## src/rtl/requant_relu_stage_pkg.sv

```systemverilog
// Shared definitions for the requantize/ReLU stage: op codes shared with the
// convolver, datapath widths and the bias/rounding arithmetic helpers.
package requant_relu_stage_pkg;

    localparam int CONV_OUT_W = 20;
    localparam int PIX_W      = 8;
    localparam int BIAS_W     = 21;
    localparam int SHIFT_W    = 5;
    localparam int SUM_W      = 22;
    localparam int VAL_W      = SUM_W - 1;
    localparam int RND_W      = 23;
    localparam int SAT_W      = 16;

    typedef enum logic [1:0] {
        CONV3X3    = 2'd0,
        MAXPOOL2X2 = 2'd1,
        OP_RSVD2   = 2'd2,
        OP_RSVD3   = 2'd3
    } op_e;

    // A non-negative sum of a 20-bit value and a 21-bit bias always fits in 21 bits.
    function automatic logic [VAL_W-1:0] bias_relu(
        input logic [CONV_OUT_W-1:0] pix,
        input logic [BIAS_W-1:0]     b
    );
        logic signed [SUM_W-1:0] sum;
        sum = $signed({2'b00, pix}) + $signed({b[BIAS_W-1], b});
        return sum[SUM_W-1] ? '0 : sum[VAL_W-1:0];
    endfunction

    function automatic logic [RND_W-1:0] round_shift(
        input logic [VAL_W-1:0]   val,
        input logic [SHIFT_W-1:0] sh
    );
        logic [RND_W-1:0] ext;
        logic [RND_W-1:0] half;
        ext = {2'b00, val};
        if (sh == '0) begin
            return ext;
        end
        if (sh >= SHIFT_W'(22)) begin
            return '0;
        end
        half = RND_W'(1) << (sh - SHIFT_W'(1));
        return (ext + half) >> sh;
    endfunction

endpackage

```

## src/rtl/requant_relu_stage_frame_pos_counter.sv

```systemverilog
// Column/row position of the beat currently on the output, with end-of-line
// and end-of-frame decode. Advances only when the output beat is taken.
module frame_pos_counter #(
    parameter int IMAGE_WIDTH  = 256,
    parameter int IMAGE_HEIGHT = 256
) (
    input  logic clk,
    input  logic rst,
    input  logic beat_valid,
    input  logic beat_taken,
    output logic eol,
    output logic eof
);

    localparam int COL_W = (IMAGE_WIDTH  > 1) ? $clog2(IMAGE_WIDTH)  : 1;
    localparam int ROW_W = (IMAGE_HEIGHT > 1) ? $clog2(IMAGE_HEIGHT) : 1;

    logic [COL_W-1:0] col;
    logic [ROW_W-1:0] row;
    logic             last_col;
    logic             last_row;

    assign last_col = (col == COL_W'(IMAGE_WIDTH - 1));
    assign last_row = (row == ROW_W'(IMAGE_HEIGHT - 1));

    always_ff @(posedge clk) begin
        if (rst) begin
            col <= '0;
            row <= '0;
        end else if (beat_valid && beat_taken) begin
            if (last_col) begin
                col <= '0;
                row <= last_row ? '0 : row + ROW_W'(1);
            end else begin
                col <= col + COL_W'(1);
            end
        end
    end

    assign eol = beat_valid && last_col;
    assign eof = eol && last_row;

endmodule

```

## src/rtl/requant_relu_stage.sv

```systemverilog
// Bias + ReLU + rounding shift + 8-bit saturation on the convolver stream,
// in a 2-stage valid/ready pipeline with framing tags and a saturation counter.
module requant_relu_stage
    import requant_relu_stage_pkg::*;
#(
    parameter int IMAGE_WIDTH  = 256,
    parameter int IMAGE_HEIGHT = 256
) (
    input  logic                  clk,
    input  logic                  rst,
    input  logic [CONV_OUT_W-1:0] pixel_in,
    input  logic                  in_valid,
    output logic                  in_ready,
    input  logic [1:0]            operation,
    input  logic [BIAS_W-1:0]     bias,
    input  logic [SHIFT_W-1:0]    shift,
    input  logic                  clear_stats,
    output logic [PIX_W-1:0]      pixel_out,
    output logic                  out_valid,
    input  logic                  out_ready,
    output logic                  out_eol,
    output logic                  out_eof,
    output logic [SAT_W-1:0]      sat_count
);

    logic               s1_valid;
    logic [VAL_W-1:0]   s1_val;
    op_e                s1_op;
    logic [SHIFT_W-1:0] s1_shift;

    logic               s2_sat;
    logic               s1_advance;
    logic               s2_advance;

    logic [VAL_W-1:0]   s1_val_next;
    logic [RND_W-1:0]   rounded;
    logic [PIX_W-1:0]   s2_pix_next;
    logic               s2_sat_next;

    // in_ready depends combinationally on out_ready so a full pipe still streams.
    assign s2_advance = !out_valid || out_ready;
    assign s1_advance = !s1_valid || s2_advance;
    assign in_ready   = s1_advance;

    always_comb begin
        s1_val_next = '0;
        case (op_e'(operation))
            CONV3X3:    s1_val_next = bias_relu(pixel_in, bias);
            MAXPOOL2X2: s1_val_next = {1'b0, pixel_in};
            default:    s1_val_next = '0;
        endcase
    end

    always_ff @(posedge clk) begin
        if (rst) begin
            s1_valid <= 1'b0;
            s1_val   <= '0;
            s1_op    <= CONV3X3;
            s1_shift <= '0;
        end else if (s1_advance) begin
            s1_valid <= in_valid;
            if (in_valid) begin
                s1_val   <= s1_val_next;
                s1_op    <= op_e'(operation);
                s1_shift <= shift;
            end
        end
    end

    // Reserved ops arrive with s1_val = 0 and fall through the conv path harmlessly.
    always_comb begin
        rounded     = '0;
        s2_pix_next = '0;
        s2_sat_next = 1'b0;
        if (s1_op == MAXPOOL2X2) begin
            s2_sat_next = (s1_val > VAL_W'(255));
            s2_pix_next = s2_sat_next ? 8'hFF : s1_val[PIX_W-1:0];
        end else begin
            rounded     = round_shift(s1_val, s1_shift);
            s2_sat_next = (rounded > RND_W'(255));
            s2_pix_next = s2_sat_next ? 8'hFF : rounded[PIX_W-1:0];
        end
    end

    always_ff @(posedge clk) begin
        if (rst) begin
            out_valid <= 1'b0;
            pixel_out <= '0;
            s2_sat    <= 1'b0;
        end else if (s2_advance) begin
            out_valid <= s1_valid;
            if (s1_valid) begin
                pixel_out <= s2_pix_next;
                s2_sat    <= s2_sat_next;
            end
        end
    end

    // Counted at the output handshake, so a stalled beat is only counted once.
    always_ff @(posedge clk) begin
        if (rst) begin
            sat_count <= '0;
        end else if (clear_stats) begin
            sat_count <= '0;
        end else if (out_valid && out_ready && s2_sat && (sat_count != '1)) begin
            sat_count <= sat_count + SAT_W'(1);
        end
    end

    frame_pos_counter #(
        .IMAGE_WIDTH (IMAGE_WIDTH),
        .IMAGE_HEIGHT(IMAGE_HEIGHT)
    ) u_frame_pos (
        .clk       (clk),
        .rst       (rst),
        .beat_valid(out_valid),
        .beat_taken(out_ready),
        .eol       (out_eol),
        .eof       (out_eof)
    );

endmodule

```

## config.mk

```make
export PLATFORM = sky130hd
export DESIGN_NAME = requant_relu_stage
export DESIGN_NICKNAME = d
export VERILOG_FILES = /design/src/rtl/requant_relu_stage_pkg.sv /design/src/rtl/requant_relu_stage_frame_pos_counter.sv /design/src/rtl/requant_relu_stage.sv
export SDC_FILE = /design/constraint.sdc
export NUM_CORES = 1
export LEC_CHECK = 0
export BUFFER_PORTS_ARGS = -buffer_cell sky130_fd_sc_hd__buf_4
export CAP_MARGIN = 40
export CELL_PAD_IN_SITES_DETAIL_PLACEMENT = 2
export CELL_PAD_IN_SITES_GLOBAL_PLACEMENT = 2
export CORE_AREA = 3 3 143 145
export DETAILED_ROUTE_END_ITERATION = 10
export DIE_AREA = 0 0 146 148
export HOLD_SLACK_MARGIN = 0.03
export PLACE_DENSITY_LB_ADDON = 0.15
export SKIP_LAST_GASP = 1
export SLEW_MARGIN = 5
export SYNTH_ARGS = -nofsm -noshare
export SYNTH_HDL_FRONTEND = slang
export SYNTH_SLANG_ARGS = --single-unit
export TNS_END_PERCENT = 20
```

## constraint.sdc

```tcl
create_clock -name clk -period 5.25 [get_ports clk]
set_input_delay 0.2625 -clock clk [delete_from_list [all_inputs] [get_ports clk]]
set_output_delay 0.2625 -clock clk [all_outputs]
set_load 0.03 [all_outputs]
```

# Word-level counts from Yosys, hierarchy flattened

Index checks and enable logic that the tools add are counted.

Flip-flop bits (word level): 71
Input bits: 53

$add $sub $neg: 6
$lt $le $gt $ge: 3
Equal/unequal tests: 5
Shift operators: 2
Mux-type cells: 18
Reductions and logical operators: 15

Operators with widths:

| kind                                                                   | count |
|---|---|
| 23-bit 2-to-1 mux                                                      | 5 |
| 21-bit one-hot mux with 2 select lines                                 | 1 |
| 8-bit 2-to-1 mux                                                       | 5 |
| 21-bit by 23-bit adder with 23-bit output                              | 1 |
| 23-bit by 8-bit > comparator with 1-bit output (second input constant) | 1 |
| 1-bit by 5-bit left shift with 23-bit output (first input constant)    | 1 |
| 23-bit by 5-bit right shift with 23-bit output                         | 1 |
| 21-bit by 21-bit adder with 22-bit output                              | 1 |
| 21-bit by 8-bit > comparator with 1-bit output (second input constant) | 1 |
| 21-bit 2-to-1 mux                                                      | 1 |
| 16-bit by 1-bit adder with 16-bit output (second input constant)       | 1 |
| 8-bit by 1-bit adder with 8-bit output (second input constant)         | 2 |
| 8-bit equality test (second input constant)                            | 2 |
| 16-bit inequality test (second input constant)                         | 1 |
| 1-bit 2-to-1 mux                                                       | 6 |
| 2-bit AND reduction                                                    | 3 |
| 5-bit >= comparator (second input constant)                            | 1 |
| 1-bit logical AND                                                      | 5 |
| 5-bit logical NOT                                                      | 1 |
| 5-bit by 1-bit subtractor with 5-bit output (second input constant)    | 1 |
| 2-bit by 1-bit equality test with 1-bit output (second input constant) | 2 |
| 1-bit logical NOT                                                      | 2 |
| 2-bit logical NOT                                                      | 1 |
| 1-bit logical OR                                                       | 2 |
| 2-bit OR reduction                                                     | 1 |

# Longest topological paths before layout

Gate-level depths: netlist of run 1.

Word-level depth: 11
Depth in mapped cells: 19
Depth with buffers taken out: 16

# Hierarchy

From an unflattened synthesis of run 1, not the netlist that was laid out.

Cells, all modules: 907
Area, all modules: 6,765.2 um^2

By module, submodules not included:

| module             | instances | cells each | area each (um^2) |
|---|---|---|---|
| requant_relu_stage | 1         | 813        | 5,978.2 |
| frame_pos_counter  | 1         | 94         | 787.0 |

# Worst setup path before layout of run 1

Ideal clock, no wire load.

Kind: register to register
From: register s1_shift[3]
To: register pixel_out[3]
Library setup time: 143 ps
Data arrival time: 4,283 ps
Required time: 5,107 ps
Slack: 824 ps
Stages on the path, launching flop included: 20
Buffers on the path: 3
Clock period less this slack: 4,426 ps
Cells stage by stage: dfxtp_1 > clkbuf_1 > inv_1 > clkbuf_1 > nor2_1 > nand2_1 > nor2_1 > ha_1 > buf_6 > and4_4 > and3_4 > a221o_2 > mux2i_1 > nor2_1 > or4_4 > nor2_4 > nor4b_4 > a31oi_2 > o41ai_4 > o31ai_2

Cells in the longest elaborated chain, start to end: 10

Ends and longest elaborated chain:

| what                                                                               | RTL line                                                   | RTL |
|---|---|---|
| start, declared                                                                    | requant_relu_stage.sv:29                                   | `logic [SHIFT_W-1:0] s1_shift;` |
| start signal, assigned                                                             | requant_relu_stage.sv:65                                   | `s1_shift <= shift;` |
| 5-bit by 1-bit subtractor with 5-bit output or 5-bit >= comparator (tied branches) | requant_relu_stage_pkg.sv:44, requant_relu_stage_pkg.sv:41 |  |
| 1-bit by 5-bit left shift with 23-bit output or 1-bit 2-to-1 mux (tied branches)   | requant_relu_stage_pkg.sv:44, requant_relu_stage_pkg.sv:41 |  |
| 21-bit by 23-bit adder with 23-bit output or 1-bit 2-to-1 mux (tied branches)      | requant_relu_stage_pkg.sv:45, requant_relu_stage_pkg.sv:41 |  |
| 23-bit by 5-bit right shift with 23-bit output or 1-bit 2-to-1 mux (tied branches) | requant_relu_stage_pkg.sv:45, requant_relu_stage.sv:75     |  |
| 23-bit 2-to-1 mux                                                                  | requant_relu_stage_pkg.sv:44                               | `half = RND_W'(1) << (sh - SHIFT_W'(1));` |
| 23-bit 2-to-1 mux (*)                                                              | requant_relu_stage_pkg.sv:41                               | `if (sh >= SHIFT_W'(22)) begin` |
| 23-bit 2-to-1 mux (*)                                                              | requant_relu_stage.sv:75                                   | `if (s1_op == MAXPOOL2X2) begin` |
| 23-bit by 8-bit > comparator with 1-bit output                                     | requant_relu_stage.sv:80                                   | `s2_sat_next = (rounded > RND_W'(255));` |
| 8-bit 2-to-1 mux (*)                                                               | requant_relu_stage.sv:81                                   | `s2_pix_next = s2_sat_next ? 8'hFF : rounded[PIX_W-1:0];` |
| 8-bit 2-to-1 mux (*)                                                               | requant_relu_stage.sv:75                                   |  |
| end signal, assigned                                                               | requant_relu_stage.sv:93                                   | `pixel_out <= s2_pix_next;` |
| end, declared                                                                      | requant_relu_stage.sv:18                                   | `output logic [PIX_W-1:0] pixel_out,` |

Every way passes the cells marked *; elsewhere a longest branch is shown, timed or not. The select of a mux whose other input is x is not followed.
A chain may end at the register's enable or synchronous reset.

# Worst setup path after layout of run 1

From: register s1_shift[3]
To: register pixel_out[1]

Same word-level chain as after synthesis.

==> implementation parameters, run 1 <==
Parameter                              Value

Finish
  Commonest non-fill, non-tap cell in the layout ... sky130_fd_sc_hd__nor2_1
  Flip-flop and latch area ... 1420 um^2
  Fin nets ... 1,053
  Number of inserted diodes ... 0
  Commonest cells after routing, fill and taps aside ... sky130_fd_sc_hd__nor2_1, sky130_fd_sc_hd__buf_4, sky130_fd_sc_hd__nand2_1, sky130_fd_sc_hd__a21oi_1, sky130_fd_sc_hd__dfxtp_1
  Synth-to-layout area growth ... 17.3%
  Share of post-route cells with drive strength above 1 ... 17.2%
  # fillers ... 2,285
  Multi-input logic area ... 4890 um^2
  Number of cells in the finished layout apart from fillers ... 1,224

Power
  Static leakage power ... 3.27 nW
  Part of the power in registers ... 33.7%
  Total chip power ... 1.74 mW
  NetSw ... 636 uW
  Relative contribution of combinational cells to total power ... 30.3%
  Max VDD drop ... 0.157 mV
  Power density over cell area ... 222 nW/um^2
  Switching fraction of total power ... 36.5%
  Cell internal pwr ... 1.11 mW
  Clk network pwr share ... 36.0%

Global route
  Initial antenna violation count ... 0
  Via count of the first global-routing pass ... 7,855
  First-pass GRT wire length ... 43.2 mm
  Global-route total usage across every layer ... 24.7%
  Overall overflow remaining after global route ... 0
  Pin count of the biggest net entering global routing ... 49

Worst setup path
  Cells on worst reg2reg path ... 17
  FF-to-FF End ... pixel_out[1]
  Critical path buffers and inverters ... 3
  Critical Path AT ... 5.11 ns
  Worst flop-to-flop path startpoint ... s1_shift[3]
  Endpoint required time on the critical path ... 5.47 ns
  Peak per-stage delay on the critical path ... 0.56 ns
  Depth of the critical timing path with buffers and inverters included ... 17
  Startpoint-to-endpoint class of the critical path ... reg -> reg
  Cell type group with the largest total delay on the critical path ... compound AO/OA/AOI/OAI gates
  CP Launch Type ... flip-flop
  Critical path endpoint ... pixel_out[1]
  Launch point of the critical path ... s1_shift[3]
  Ordered cell list for the critical path ... inv_1, buf_4, nand3_1, nor2_1, ha_1, nand2_1, o21a_1, o31ai_1, o2bb2ai_1, or2_2, o21ai_0, o21bai_1, nor4b_4, a31oi_2, o41ai_4, buf_4, nand2_1
  Maximum fanout count along the critical path ... 13
  Critical-path cell with the highest stage delay ... sky130_fd_sc_hd__ha_1
  Register-to-register setup slack ... 0.37 ns
  Crit path capture type ... flip-flop

Clock network
  Post-cts gate resize count ... 0
  Total clock sinks ... 71
  Number of buffers created by CTS ... 9
  Clock latency at the later pin of the worst-skew pair ... 0.36 ns
  Clock-pin slew reported for the worst setup and hold paths after clock tree synthesis ... 0.08 ns
  TritonCTS clock tree ... done
  Post-CTS Setup Repair Bufs ... 0
  Htree depth ... 3
  Clock root buffer ... sky130_fd_sc_hd__clkbuf_16
  Number of buffers added to fix hold violations after cts ... 0
  Clock tree buffer depth ... 2

Die
  DIE AREA ... 21,600 um^2
  Core Region ... 19,300 um^2
  Number of placed I/O pins ... 81
  Vertical die dimension ... 148 um
  Overall die width ... 146 um
  Effective utilization at floorplan ... 34.5%
  Number of rows in the core area ... 51

Synthesis
  Mapped cell area ... 6680 um^2
  Share of synthesized area occupied by flip-flops and latches ... 21.3%
  Average instance area after synthesis ... 7.55 um^2
  Yosys synthesis warning count ... 0
  Synth async-reset ratio ... 0%
  Predominant post-synthesis flop cell ... sky130_fd_sc_hd__dfxtp_1
  EDFF count, synth ... 0
  Number of library cell types mapped by synthesis ... 83
  Cells after Synth ... 885
  Total nets after synthesis ... 984
  FF+latch count, synth ... 71

STA
  Least-Margin Pin Slew ... 0.892 ns
  Period utilization ... 93.0%
  Slew margin rel. ... 40.4%
  Setup Skew ... 0.0176 ns
  Final-report hold violation count ... 0
  Max Slew Vio Count ... 0
  Shortest clock period the worst path allows after layout ... 4.88 ns
  Final setup violation count ... 0
  Upper clock frequency limit ... 0.205 GHz

Routing
  TritonRoute pass-1 iters ... 4
  Drt initial violations ... 332
  Number of antenna-violating nets in the routed design ... 0
  Vias per inst ... 5.90
  Number of vias after detailed routing ... 7,217
  Total length of routed wires ... 26.8 mm
  Avg WL per Cell ... 21.9 um
  Drc violations ... 0

Placed design
  Detailed Place HPWL ... 21.5 mm
  IO Port Bufs ... 80
  Post-placement cell count ... 1,208
  Global placer's final weighted congestion ... 0.897

Hold path
  Worst hold path type ... in -> reg

Run status
  Status ... completed

Job
  Number of max-cap violations ... 0
-- state kept, by name, indices dropped and copies added, names as in the netlist --
register / flops
s1_shift: 5
sat_count: 16
s1_op: 2
u_frame_pos.col: 8
pixel_out: 8
s1_valid: 1
s2_sat: 1
out_valid: 1
s1_val: 21
u_frame_pos.row: 8
-- metal layers --
layer / vias up / GRT usage [%] / share of wire (%)
li1: 3394 / - / -
met5: - / 0 / 0
met1: 3630 / 32.2 / 46
met3: 44 / 3.89 / 3.3
met2: 149 / 42.1 / 48
met4: 0 / 7.48 / 2.6
-- worst reg2reg max path: stages (launching register included) --
cell,delay [ns]
sky130_fd_sc_hd__dfxtp_1,0.51
sky130_fd_sc_hd__inv_1,0.12
sky130_fd_sc_hd__buf_4,0.20
sky130_fd_sc_hd__nand3_1,0.35
sky130_fd_sc_hd__nor2_1,0.10
sky130_fd_sc_hd__ha_1,0.56
sky130_fd_sc_hd__nand2_1,0.19
sky130_fd_sc_hd__o21a_1,0.27
sky130_fd_sc_hd__o31ai_1,0.49
sky130_fd_sc_hd__o2bb2ai_1,0.22
sky130_fd_sc_hd__or2_2,0.20
sky130_fd_sc_hd__o21ai_0,0.12
sky130_fd_sc_hd__o21bai_1,0.23
sky130_fd_sc_hd__nor4b_4,0.30
sky130_fd_sc_hd__a31oi_2,0.17
sky130_fd_sc_hd__o41ai_4,0.38
sky130_fd_sc_hd__buf_4,0.24
sky130_fd_sc_hd__nand2_1,0.11
-- area by class of cell --
type	instances	share of cell area, %
flip-flops and latches	71	18.1
repair buffers	108	10.3
multi-input cells	743	62.5
clock buffers	9	2.87
inverters	21	1.01
clock inverters	7	0.942
well taps	265	4.23
-- per-stage QoR --
| step | hold WS, ns | util, % | TNS, ns | cell area (um^2) | setup slack, ns |
|---|---|---|---|---|---|
| floorplan | 0.380 | - | 0 | 6680 | 0.824 |
| global placement | 0.445 | 38.8 | 0 | 7510 | 0.484 |
| detailed placement | 0.458 | 38.9 | 0 | 7520 | 0.299 |
| CTS | 0.148 | 40.4 | 0 | 7820 | 0.256 |
| global route | 0.160 | 40.5 | -0.000773 | 7830 | -0.000773 |
| finish | 0.153 | 40.5 | 0 | 7830 | 0.367 |
-- cell usage after synthesis (all sizes together) (19+ instances only) --
library cell  count  share of area [%]
nor2            117                6.7
nand2            87                5.0
a21oi            81                6.1
dfxtp            71                 21
o21ai            56                4.4
ha               44                8.2
clkbuf           37                3.1
xor2             31                4.1
nand3            26                1.9
xnor2            26                3.4
inv              21                1.2
and3             19                1.9
mux2i            19                2.8
nand4            19                1.8
-- cells by family after synthesis --
family,Yosys count,share of synthesized area (%)
and+or+nand+nor,335,23.9
xor gates and xnor gates,57,7.47
adders and majority gates,46,8.84
DFF,71,21.3
AOI/OAI and AO/OA,278,27.9
buffers and inverters,71,5.75
muxes,27,4.87
-- worst min path at each step --
stage | end | depth (start not counted) | slack, ns | from
2_1_floorplan | s1_valid | 2 | 0.38 | in_valid
3_3_place_gp | s1_op[0] | 2 | 0.45 | s1_op[0]
3_5_place_dp | s1_op[0] | 2 | 0.46 | s1_op[0]
4_1_cts | s1_shift[0] | 3 | 0.15 | shift[0]
5_1_grt | s1_shift[2] | 3 | 0.16 | shift[2]
6_report | s1_shift[0] | 3 | 0.15 | shift[0]
-- power by group through the flow --
stage	clock network, mW	logic [mW]	registers [mW]
2_1_floorplan	0	0.331	0.605
3_3_place_gp	0	0.500	0.597
3_5_place_dp	0	0.520	0.598
4_1_cts	0.640	0.524	0.586
5_1_grt	0.668	0.575	0.590
6_report	0.627	0.527	0.587
No activity file was read; power rests on OpenSTA's default activity.
==> run 2, diff against run 1 <==
CORE_AREA = 3 3 145 147   (was 3 3 143 145)
DIE_AREA = 0 0 148 150   (was 0 0 146 148)
==> implementation parameters, run 2 (same netlist as run 1, synthesis figures left out) <==
Parameter                              Value

Worst setup path
  CP most frequent cell ... sky130_fd_sc_hd__nor2_1
  Register-to-register setup slack ... 0.39 ns
  Endpoint required time on the critical path ... 5.47 ns
  Critical-path cell with the highest stage delay ... sky130_fd_sc_hd__or4_4
  CP Launch Type ... flip-flop
  Critical path endpoint ... pixel_out[3]
  Cells on worst reg2reg path ... 17
  Critical Path AT ... 5.08 ns
  Ordered cell list for the critical path ... clkinvlp_4, nor2_1, nand2_1, nor2_1, ha_1, a21oi_2, o221ai_1, a221o_2, mux2i_1, nor2_1, or4_4, nor2_4, nor4b_4, a31oi_2, o41ai_4, buf_4, o31ai_2
  Crit path capture type ... flip-flop
  Maximum fanout count along the critical path ... 10
  Worst flop-to-flop path startpoint ... s1_shift[3]
  FF-to-FF End ... pixel_out[3]
  Launch point of the critical path ... s1_shift[3]
  Peak per-stage delay on the critical path ... 0.56 ns
  Startpoint-to-endpoint class of the critical path ... reg -> reg

STA
  Least-Margin Pin Slew ... 0.824 ns
  Upper clock frequency limit ... 0.206 GHz
  Max Slew Vio Count ... 0
  Slew margin rel. ... 45.0%
  Final setup violation count ... 0
  Period utilization ... 92.6%
  Total negative setup slack ... 0 ns
  Final-report hold violation count ... 0
  Setup Skew ... 0.0103 ns
  Unrepaired setup endpoints after global routing ... false
  Min setup slack post-route ... 0.387 ns
  Worst-case hold slack ... 0.164 ns
  Shortest clock period the worst path allows after layout ... 4.86 ns

Finish
  Register containing the most flip-flops in the final layout ... s1_val
  Cell area after layout ... 7830 um^2
  Layout Utilization ... 39.1%
  Commonest non-fill, non-tap cell in the layout ... sky130_fd_sc_hd__nor2_1
  Commonest cells after routing, fill and taps aside ... sky130_fd_sc_hd__nor2_1, sky130_fd_sc_hd__buf_4, sky130_fd_sc_hd__nand2_1, sky130_fd_sc_hd__a21oi_1, sky130_fd_sc_hd__dfxtp_1
  Number of cells in the finished layout apart from fillers ... 1,229
  Number of inserted diodes ... 0
  Flip-flop count of the largest register after layout ... 21
  Share of post-route cells with drive strength above 1 ... 17.3%
  Synth-to-layout area growth ... 17.2%
  Largest registers ... s1_val: 21 flops, sat_count: 16 flops
  Fin nets ... 1,053

Power
  Relative contribution of combinational cells to total power ... 30.2%
  Cell internal pwr ... 1.10 mW
  Power density over cell area ... 219 nW/um^2
  NetSw ... 618 uW
  Clk network pwr share ... 35.7%
  Max VDD drop ... 0.140 mV
  Total chip power ... 1.72 mW
  Part of the power in registers ... 34.2%
  Static leakage power ... 3.26 nW
  Switching fraction of total power ... 36.0%

Routing
  Avg WL per Cell ... 20.7 um
  Drt initial violations ... 312
  Number of vias after detailed routing ... 7,034
  Total length of routed wires ... 25.4 mm
  Vias per inst ... 5.72
  Number of antenna-violating nets in the routed design ... 0
  TritonRoute pass-1 iters ... 4
  Drc violations ... 0

Placed design
  Global placer's final weighted congestion ... 0.944
  Placed cell area ... 7500 um^2
  IO Port Bufs ... 80
  Post-placement cell count ... 1,210
  Detailed Place HPWL ... 20.1 mm
  Worst setup slack before clock tree synthesis ... 0.252 ns

Global route
  First-pass GRT wire length ... 41.2 mm
  Pin count of the biggest net entering global routing ... 49
  Via count of the first global-routing pass ... 7,351
  Overall overflow remaining after global route ... 0
  Initial antenna violation count ... 1
  Global-route total usage across every layer ... 23.1%

Run status
  Status ... completed

Hold path
  Worst hold path type ... in -> reg
  Count of cells along the worst hold path ... 3

Clock network
  Total clock sinks ... 71
  Clock tree buffer depth ... 2
  Number of buffers added to fix hold violations after cts ... 0
  Htree depth ... 3
  Clock-pin slew reported for the worst setup and hold paths after clock tree synthesis ... 0.07 ns
  Clock root buffer ... sky130_fd_sc_hd__clkbuf_16
  TritonCTS clock tree ... done
  Number of buffers created by CTS ... 9
  Clock latency at the later pin of the worst-skew pair ... 0.35 ns

Die
  Overall die width ... 148 um
  Vertical die dimension ... 150 um
  DIE AREA ... 22,200 um^2
  Number of rows in the core area ... 52
  Core Region ... 20,000 um^2
  Effective utilization at floorplan ... 33.3%
  Number of placed I/O pins ... 81

Job
  Number of max-cap violations ... 0
[run 2: repair_timing]
action,in CTS,in global routing
buffers inserted,0,3
resized for setup,0,4
setup endpoints to repair,0,9
[run 2: final cells by class]
type | instances | area [um^2]
fillers | 2426 | 12200
multi-input cells | 743 | 4890
flip-flops and latches | 71 | 1420
repair buffers | 108 | 811
well taps | 270 | 338
clock buffers | 9 | 225
inverters | 21 | 82.6
clock inverters | 7 | 61.3
[run 2: worst min-delay path by stage]
stage	start	end	slack, ns
after floorplan	in_valid	s1_valid	0.38
after CTS	in_valid	s1_valid	0.15
after global routing	shift[4]	s1_shift[4]	0.16
after detailed placement	s1_op[1]	s1_op[1]	0.46
final	shift[1]	s1_shift[1]	0.16
after global placement	s1_op[1]	s1_op[1]	0.44
[run 2: layer usage]
| layer | track usage [%] | part of all wire [%] |
|---|---|---|
| met5 | 0 | 0.028 |
| met4 | 6.10 | 2.0 |
| met3 | 3.21 | 3.2 |
| met2 | 37.9 | 47 |
| met1 | 32.0 | 48 |
[run 2: power groups by stage]
| stage | Clock (mW) | Combinational [mW] | Sequential [mW] |
|---|---|---|---|
| 4_1_cts | 0.628 | 0.516 | 0.586 |
| 5_1_grt | 0.655 | 0.571 | 0.590 |
| 6_report | 0.612 | 0.518 | 0.586 |
| 3_3_place_gp | 0 | 0.503 | 0.598 |
| 2_1_floorplan | 0 | 0.331 | 0.605 |
| 3_5_place_dp | 0 | 0.513 | 0.598 |
[run 2: critical path: cells and delay by family (launching register included)]
family / cells / cell delay (ns)
AO/OA/AOI/OAI: 6 / 1.57
AND/OR/NAND/NOR: 7 / 1.67
multiplexers: 1 / 0.22
buffers and inverters: 2 / 0.46
adder cells (fa/ha/maj): 1 / 0.34
flip-flops: 1 / 0.46
==> run 3, diff against run 2 <==
CORE_AREA = 3 3 152 139   (was 3 3 145 147)
DIE_AREA = 0 0 155 142   (was 0 0 148 150)
==> implementation parameters, run 3 (same netlist as run 1, synthesis figures left out) <==
Parameter                              Value

Clock network
  Clock tree buffer depth ... 2
  Number of buffers created by CTS ... 9
  Clock root buffer ... sky130_fd_sc_hd__clkbuf_16
  Htree depth ... 3
  Number of buffers added to fix hold violations after cts ... 0
  Clock-pin slew reported for the worst setup and hold paths after clock tree synthesis ... 0.07 ns
  Total clock sinks ... 71
  Post-cts gate resize count ... 0
  Clock latency at the later pin of the worst-skew pair ... 0.35 ns
  TritonCTS clock tree ... done
  Post-CTS Setup Repair Bufs ... 0

Routing
  Vias per inst ... 5.92
  Avg WL per Cell ... 22.3 um
  Number of vias after detailed routing ... 7,150
  Number of antenna-violating nets in the routed design ... 0
  Drc violations ... 0
  Total length of routed wires ... 27.0 mm
  Drt initial violations ... 364
  TritonRoute pass-1 iters ... 6

Global route
  Pin count of the biggest net entering global routing ... 49
  Via count of the first global-routing pass ... 7,686
  First-pass GRT wire length ... 43.4 mm
  Overall overflow remaining after global route ... 0
  Initial antenna violation count ... 0
  Global-route total usage across every layer ... 24.4%

Finish
  Register containing the most flip-flops in the final layout ... s1_val
  Share of post-route cells with drive strength above 1 ... 16.6%
  Largest registers ... s1_val: 21 flops, sat_count: 16 flops
  Flip-flop count of the largest register after layout ... 21
  Commonest cells after routing, fill and taps aside ... sky130_fd_sc_hd__nor2_1, sky130_fd_sc_hd__buf_4, sky130_fd_sc_hd__nand2_1, sky130_fd_sc_hd__a21oi_1, sky130_fd_sc_hd__dfxtp_1
  Layout Utilization ... 39.2%
  Synth-to-layout area growth ... 16.3%
  Number of cells in the finished layout apart from fillers ... 1,208
  # fillers ... 2,337
  Number of inserted diodes ... 0
  Commonest non-fill, non-tap cell in the layout ... sky130_fd_sc_hd__nor2_1
  Fin nets ... 1,047
  Multi-input logic area ... 4880 um^2
  Flip-flop and latch area ... 1420 um^2

Power
  Max VDD drop ... 0.122 mV
  Switching fraction of total power ... 36.7%
  Total chip power ... 1.74 mW
  Cell internal pwr ... 1.10 mW
  Relative contribution of combinational cells to total power ... 29.9%
  NetSw ... 638 uW
  Part of the power in registers ... 33.8%
  Static leakage power ... 3.24 nW
  Power density over cell area ... 224 nW/um^2
  Clk network pwr share ... 36.2%

Die
  Effective utilization at floorplan ... 33.7%
  Overall die width ... 155 um
  Core Region ... 19,800 um^2
  Vertical die dimension ... 142 um
  Number of placed I/O pins ... 81
  Number of rows in the core area ... 49
  DIE AREA ... 22,000 um^2

Worst setup path
  Endpoint required time on the critical path ... 5.47 ns
  Critical Path AT ... 5.23 ns
  CP Launch Type ... flip-flop
  Startpoint-to-endpoint class of the critical path ... reg -> reg
  Crit path capture type ... flip-flop
  Maximum fanout count along the critical path ... 10

STA
  Final setup violation count ... 0
  Final-report hold violation count ... 0
  Worst-case hold slack ... 0.167 ns
  Min setup slack post-route ... 0.240 ns
  Max Slew Vio Count ... 0
  Least-Margin Pin Slew ... 0.805 ns
  Upper clock frequency limit ... 0.200 GHz
  Unrepaired setup endpoints after global routing ... true
  Setup Skew ... 0.00851 ns
  Slew margin rel. ... 46.3%
  Period utilization ... 95.4%
  Shortest clock period the worst path allows after layout ... 5.01 ns

Placed design
  IO Port Bufs ... 80
  Worst setup slack before clock tree synthesis ... 0.285 ns
  Post-placement cell count ... 1,192
  Detailed Place HPWL ... 21.8 mm
  Global placer's final weighted congestion ... 0.939

Run status
  Status ... completed

Job
  Number of max-cap violations ... 0

Hold path
  Worst hold path type ... in -> reg
run 3: cell count changes in the layout (fill, tap and decap cells not counted):
cell | before | now
sky130_fd_sc_hd__a221oi_1 | 8 | 9
sky130_fd_sc_hd__a221oi_2 | 2 | 1
sky130_fd_sc_hd__buf_4 | 108 | 101
sky130_fd_sc_hd__buf_8 | 0 | 1
sky130_fd_sc_hd__clkinvlp_4 | 3 | 0
sky130_fd_sc_hd__inv_1 | 20 | 21
sky130_fd_sc_hd__inv_8 | 1 | 3
run 3: worst max-delay path, stage by stage, from the launching register on:
cell,delay [ns]
sky130_fd_sc_hd__dfxtp_1,0.56
sky130_fd_sc_hd__inv_1,0.11
sky130_fd_sc_hd__nor2_1,0.27
sky130_fd_sc_hd__nand2_1,0.30
sky130_fd_sc_hd__nor2_1,0.17
sky130_fd_sc_hd__ha_1,0.32
sky130_fd_sc_hd__and4_4,0.31
sky130_fd_sc_hd__and2_1,0.17
sky130_fd_sc_hd__nand4_1,0.30
sky130_fd_sc_hd__a31oi_1,0.28
sky130_fd_sc_hd__xnor2_1,0.25
sky130_fd_sc_hd__mux2i_1,0.14
sky130_fd_sc_hd__o21ai_0,0.57
sky130_fd_sc_hd__a21o_2,0.24
sky130_fd_sc_hd__nand4b_1,0.20
sky130_fd_sc_hd__o41ai_4,0.36
sky130_fd_sc_hd__buf_4,0.25
sky130_fd_sc_hd__o31ai_2,0.08
run 3: layer usage:
| layer | global-route usage, % | part of all wire [%] |
|---|---|---|
| met1 | 35.0 | 49 |
| met2 | 40.2 | 47 |
| met3 | 2.92 | 3.4 |
| met4 | 4.00 | 1.1 |
| met5 | 0 | 0 |
run 3: power groups by stage:
stage | Combinational (mW) | Clock, mW | Sequential, mW
4_1_cts | 0.517 | 0.644 | 0.588
3_5_place_dp | 0.514 | 0 | 0.601
5_1_grt | 0.569 | 0.669 | 0.592
3_3_place_gp | 0.496 | 0 | 0.599
6_report | 0.520 | 0.630 | 0.589
2_1_floorplan | 0.331 | 0 | 0.605
run 3: layout make-up:
class                           count  share of cell area, %
Clock buffer                        9                   2.90
Multi-Input combinational cell    743                   62.8
Clock inverter                      7                  0.886
Inverter                           21                   1.01
Sequential cell                    71                   18.3
Tap cell                          255                   4.11
Timing Repair Buffer              102                   9.95
run 3: final timing paths:
check / startpoint / end / cells past startpoint / slack, ns
setup / recovery: s1_shift[3] / pixel_out[3] / 17 / 0.24
hold / removal: in_valid / s1_valid / 3 / 0.17
setup reg to reg: s1_shift[3] / pixel_out[3] / 17 / 0.24
hold reg to reg: s1_op[0] / s1_op[0] / 2 / 0.47
run 3: metrics by stage:
| stage | cell area, um^2 | TNS (ns) |
|---|---|---|
| global route | 7770 | -0.370 |
| detailed placement | 7470 | 0 |
| CTS | 7760 | 0 |
| global placement | 7440 | 0 |
| finish | 7770 | 0 |
| floorplan | 6680 | 0 |
